==> src/rtl/down_counter_tmr_pkg.sv <==
// Shared definitions for the loadable down-counter/timer.
// COND_IDLE is also used by the 2-bit condition-gated up counter.
package down_counter_tmr_pkg;

   typedef enum logic [1:0] {
      ST_IDLE = 2'b00,
      ST_RUN  = 2'b01,
      ST_HOLD = 2'b10,
      ST_DONE = 2'b11
   } state_e;

   localparam logic [1:0] COND_IDLE = 2'b00;

endpackage

==> src/rtl/down_counter_tmr.sv <==
// Loadable down-counter with terminal-count pulse and optional auto-reload.
// All outputs decode from registered state/count only.
module down_counter_tmr
   import down_counter_tmr_pkg::*;
#(
   parameter int WIDTH       = 8,
   parameter bit AUTO_RELOAD = 1'b0
) (
   input  logic             clk,
   input  logic             rst,
   input  logic             load,
   input  logic [WIDTH-1:0] load_val,
   input  logic [1:0]       condition,
   output logic [WIDTH-1:0] count,
   output logic             busy,
   output logic             paused,
   output logic             done
);

   localparam logic [WIDTH-1:0] ONE = WIDTH'(1);

   state_e           state_q, state_d;
   logic [WIDTH-1:0] count_q, count_d;
   logic [WIDTH-1:0] reload_q, reload_d;
   logic             cond_on;

   assign cond_on = (condition != COND_IDLE);

   always_comb begin
      state_d  = state_q;
      count_d  = count_q;
      reload_d = reload_q;
      if (load) begin
         // A load overrides decrement, hold and any pending reload.
         count_d  = load_val;
         reload_d = load_val;
         state_d  = (load_val == '0) ? ST_DONE : ST_RUN;
      end else begin
         case (state_q)
            ST_RUN, ST_HOLD: begin
               if (cond_on) begin
                  state_d = ST_RUN;
                  if (count_q == ONE) begin
                     count_d = '0;
                     state_d = ST_DONE;
                  end else begin
                     count_d = count_q - ONE;
                  end
               end else begin
                  state_d = ST_HOLD;
               end
            end
            ST_DONE: begin
               if (AUTO_RELOAD && (reload_q != '0)) begin
                  count_d = reload_q;
                  state_d = ST_RUN;
               end else begin
                  state_d = ST_IDLE;
               end
            end
            default: state_d = state_q;
         endcase
      end
   end

   always_ff @(posedge clk) begin
      if (rst) begin
         state_q  <= ST_IDLE;
         count_q  <= '0;
         reload_q <= '0;
      end else begin
         state_q  <= state_d;
         count_q  <= count_d;
         reload_q <= reload_d;
      end
   end

   assign count  = count_q;
   assign busy   = (state_q == ST_RUN) || (state_q == ST_HOLD);
   assign paused = (state_q == ST_HOLD);
   assign done   = (state_q == ST_DONE);

endmodule
==> config.mk <==
export PLATFORM = sky130hd
export DESIGN_NAME = down_counter_tmr
export DESIGN_NICKNAME = d
export VERILOG_FILES = /design/src/rtl/down_counter_tmr_pkg.sv /design/src/rtl/down_counter_tmr.sv
export SDC_FILE = /design/constraint.sdc
export NUM_CORES = 1
export LEC_CHECK = 0
export CORE_AREA = 2 2 43 45
export CTS_BUF_LIST = sky130_fd_sc_hd__clkbuf_16
export DETAILED_ROUTE_END_ITERATION = 7
export DIE_AREA = 0 0 45 47
export PLACE_DENSITY_LB_ADDON = 0.2
export RECOVER_POWER = 25
export SLEW_MARGIN = 20
export SYNTH_ARGS = -nofsm -noshare
export SYNTH_HDL_FRONTEND = slang
export SYNTH_SLANG_ARGS = --single-unit
==> constraint.sdc <==
create_clock -name clk -period 2.1 [get_ports clk]
set_input_delay 0.42 -clock clk [delete_from_list [all_inputs] [get_ports clk]]
set_output_delay 0.42 -clock clk [all_outputs]
set_load 0.1 [all_outputs]
==> reports/metrics.yaml <==
run_status:
  status: "finished, final reports clean"
synthesis:
  yosysTopAreaCell: "dfxtp_1"
  syn_area_per_cell_um2: 8.31
  synth-seq-cells: 10
  synth-edff-count: 0
  ys_warn_count: 0
  synth_async_sr_flop_share_pct: 0
  synth_cells: 81
  seq_area_frac_synth_pct: 29.7
  synthFlopType: "dfxtp_1"
  synth_fp_nets: 98
  synth_cell_types: 33
  netlist.area_leader.share_pct: 29.7
  syn_area_um2: 673
  synthTopCellsByArea: "dfxtp_1 30%, ha_1 7.4%, nor2b_1 4.6%"
power:
  leakage_nw: 0.410
  swShare_pct: 37.9
  irDropWorstVdd_v: 0.000573
  power_density_nw_per_um2: 943
  power_frac_seq_pct: 25.1
  p_int_mw: 0.587
  clkPwrFrac_pct: 34.5
  power.switching_mw: 0.358
  p_comb_share_pct: 40.4
setup_path:
  rrSetupSlack_ps: 180
  crit_required_ps: 2200
  crit_arrival_ps: 2020
  end_kind: "flip-flop"
  crit_fanout: 8
  worstSetupPathType: "flip-flop to flip-flop"
  worstSetupStartpointType: "flip-flop"
floorplan:
  die_w_um: 45
  io_pins: 24
  die-area_um2: 2120
  initial_core_util_pct: 40.8
  design.core.area_um2: 1650
  die_h_um: 47
  rows: 15
routing:
  wl_met2_um: 737
  via_per_inst: 5.60
  drt_iter0_drc: 20
  dr_wl_met3_um: 93
  wl_um: 1610
  vias: 695
  routed.top_layer: "met4"
  drtPass1Iterations: 4
  drc_errors: 0
  wl_met1_um: 768
  post_drt_wl_per_cell_um: 13.0
  ant_nets: 0
global_routing:
  antenna_found_initial: 0
  grt_usage_pct: 17.1
  overflow: 0
  grt_max_degree: 14
  grt_pass1_wl_um: 2650
  grt_pass1_vias: 638
timing:
  final.setup.tns_ps: 0
  worstMarginPinSlew_ps: 596
  finalHoldViolCount: 0
  max-slew-margin-rel_pct: 60.2
  rsz0062_at_grt: "no"
  fin_crit_sh_pct: 91.2
  fmaxAchievable_mhz: 522
  period_minus_slack_ps: 1920
  maxSlewViolCount: 0
  finalSetupViolations: 0
  fin_skew_ps: 3.18
layout:
  drive_gt1_share_pct: 23.4
  fillCellCount: 161
  register_area_um2: 203
  final_area_um2: 1000
  fin_nets: 126
  multi_input_area_um2: 435
  syn_to_final_growth_pct: 48.9
  diodes: 0
clock_network:
  clk_pin_slew_ps: 40
  cts_max_level: 1
  cts_resized: 0
  cts_tree: "built"
  cts_made_buffers: 3
  cts-root-buf: "clkbuf_16"
  clk_latency_ps: 230
  cts.sinks: 10
  cts_setup_buffers: 0
  postCtsHoldBufs: 0
  cts.path.max_buffers: 2
place:
  post_dp_cell_area_um2: 952
  numPortBuffers: 23
  place_hpwl_um: 1230
  place_congestion: 0.797
run:
  cap_violations: 0
min_path:
  min_path_type: "flip-flop to flip-flop"
-- power by group through the flow --
| stage | Combinational (mW) | Clock, mW | Sequential, mW |
|---|---|---|---|
| finish | 0.381 | 0.326 | 0.237 |
| global route | 0.405 | 0.341 | 0.241 |
| CTS | 0.393 | 0.331 | 0.238 |
| detailed placement | 0.390 | 0 | 0.241 |
| global placement | 0.390 | 0 | 0.241 |
| floorplan | 0.177 | 0 | 0.341 |
-- Yosys cell counts, types with 2 or more instances --
| library cell | instances |
|---|---|
| xnor2_1 | 2 |
| xor2_1 | 2 |
| nor4_1 | 2 |
| a211oi_1 | 3 |
| clkbuf_1 | 4 |
| inv_1 | 6 |
| nor3_1 | 2 |
| a31oi_1 | 2 |
| a21oi_1 | 5 |
| dfxtp_1 | 10 |
| nor2_1 | 7 |
| o32ai_1 | 2 |
| ha_1 | 4 |
| nand2_1 | 7 |
| nor2b_1 | 5 |
-- layout make-up --
class / instances / share of cell area (%)
Multi-Input combinational cell: 61 / 43.4
Tap cell: 17 / 2.12
Timing Repair Buffer: 27 / 24.5
Sequential cell: 10 / 20.2
Clock buffer: 3 / 7.49
Inverter: 6 / 2.25
-- per-layer routing --
| layer | up-vias | track usage (%) |
|---|---|---|
| met5 | - | 0 |
| met4 | 0 | 8.82 |
| met3 | 2 | 3.85 |
| met2 | 24 | 27.1 |
| met1 | 322 | 21.7 |
| li1 | 347 | - |
-- metrics by stage --
step	utilization [%]	instances	hold WS, ps	total power, mW	setup slack, ps
2_1_floorplan	-	81	557	0.518	224
3_3_place_gp	57.7	121	585	0.631	91.8
3_5_place_dp	57.7	121	587	0.632	63.2
4_1_cts	62.2	124	598	0.962	177
5_1_grt	60.7	124	634	0.987	44.4
6_report	60.7	124	595	0.945	184
-- flip-flops by register name, indices dropped and copies added, names as in the netlist --
register / flops
state_q: 2
count: 8
-- worst max-delay path, cell delays in order (launching register included) --
cell and delay (ps):
dfxtp_1 340, inv_1 50, ha_1 330, o21bai_1 310, or4_1 450, a211oi_1 240, nor3_1 70
-- cells in the final DEF (no fill, tap or decap), types with 2 or more instances in the layout --
cell type        instances
xor2_1                   2
buf_4                    8
nor4_1                   2
nor3_1                   2
a211oi_1                 3
clkbuf_16                3
xnor2_1                  2
ha_1                     4
dfxtp_1                  8
inv_1                    6
a31oi_1                  2
clkdlybuf4s50_1         12
clkbuf_2                 5
a21oi_1                  5
nor2_1                   7
dfxtp_2                  2
o32ai_1                  2
nor2b_1                  5
nand2_1                  7
buf_12                   2
-- kinds of logic (layout without fill, tap and decap cells) --
kind of cell | count (synthesis) | in the layout | share of synthesized area [%]
adders and majority gates | 4 | 4 | 7.44
buffers and inverters | 10 | 36 | 5.58
DFF | 10 | 10 | 29.7
and+or+nand+nor | 34 | 34 | 30.7
AOI/OAI and AO/OA | 19 | 19 | 21.4
xor gates and xnor gates | 4 | 4 | 5.21
-- path summary, 6_finish.rpt --
kind,start,to,cells past startpoint
min reg2reg,count[4],count[4],2
max reg2reg,state_q[0],count[3],6
max,state_q[0],count[3],6
min,count[4],count[4],2
(Power assumes the default switching activity.)
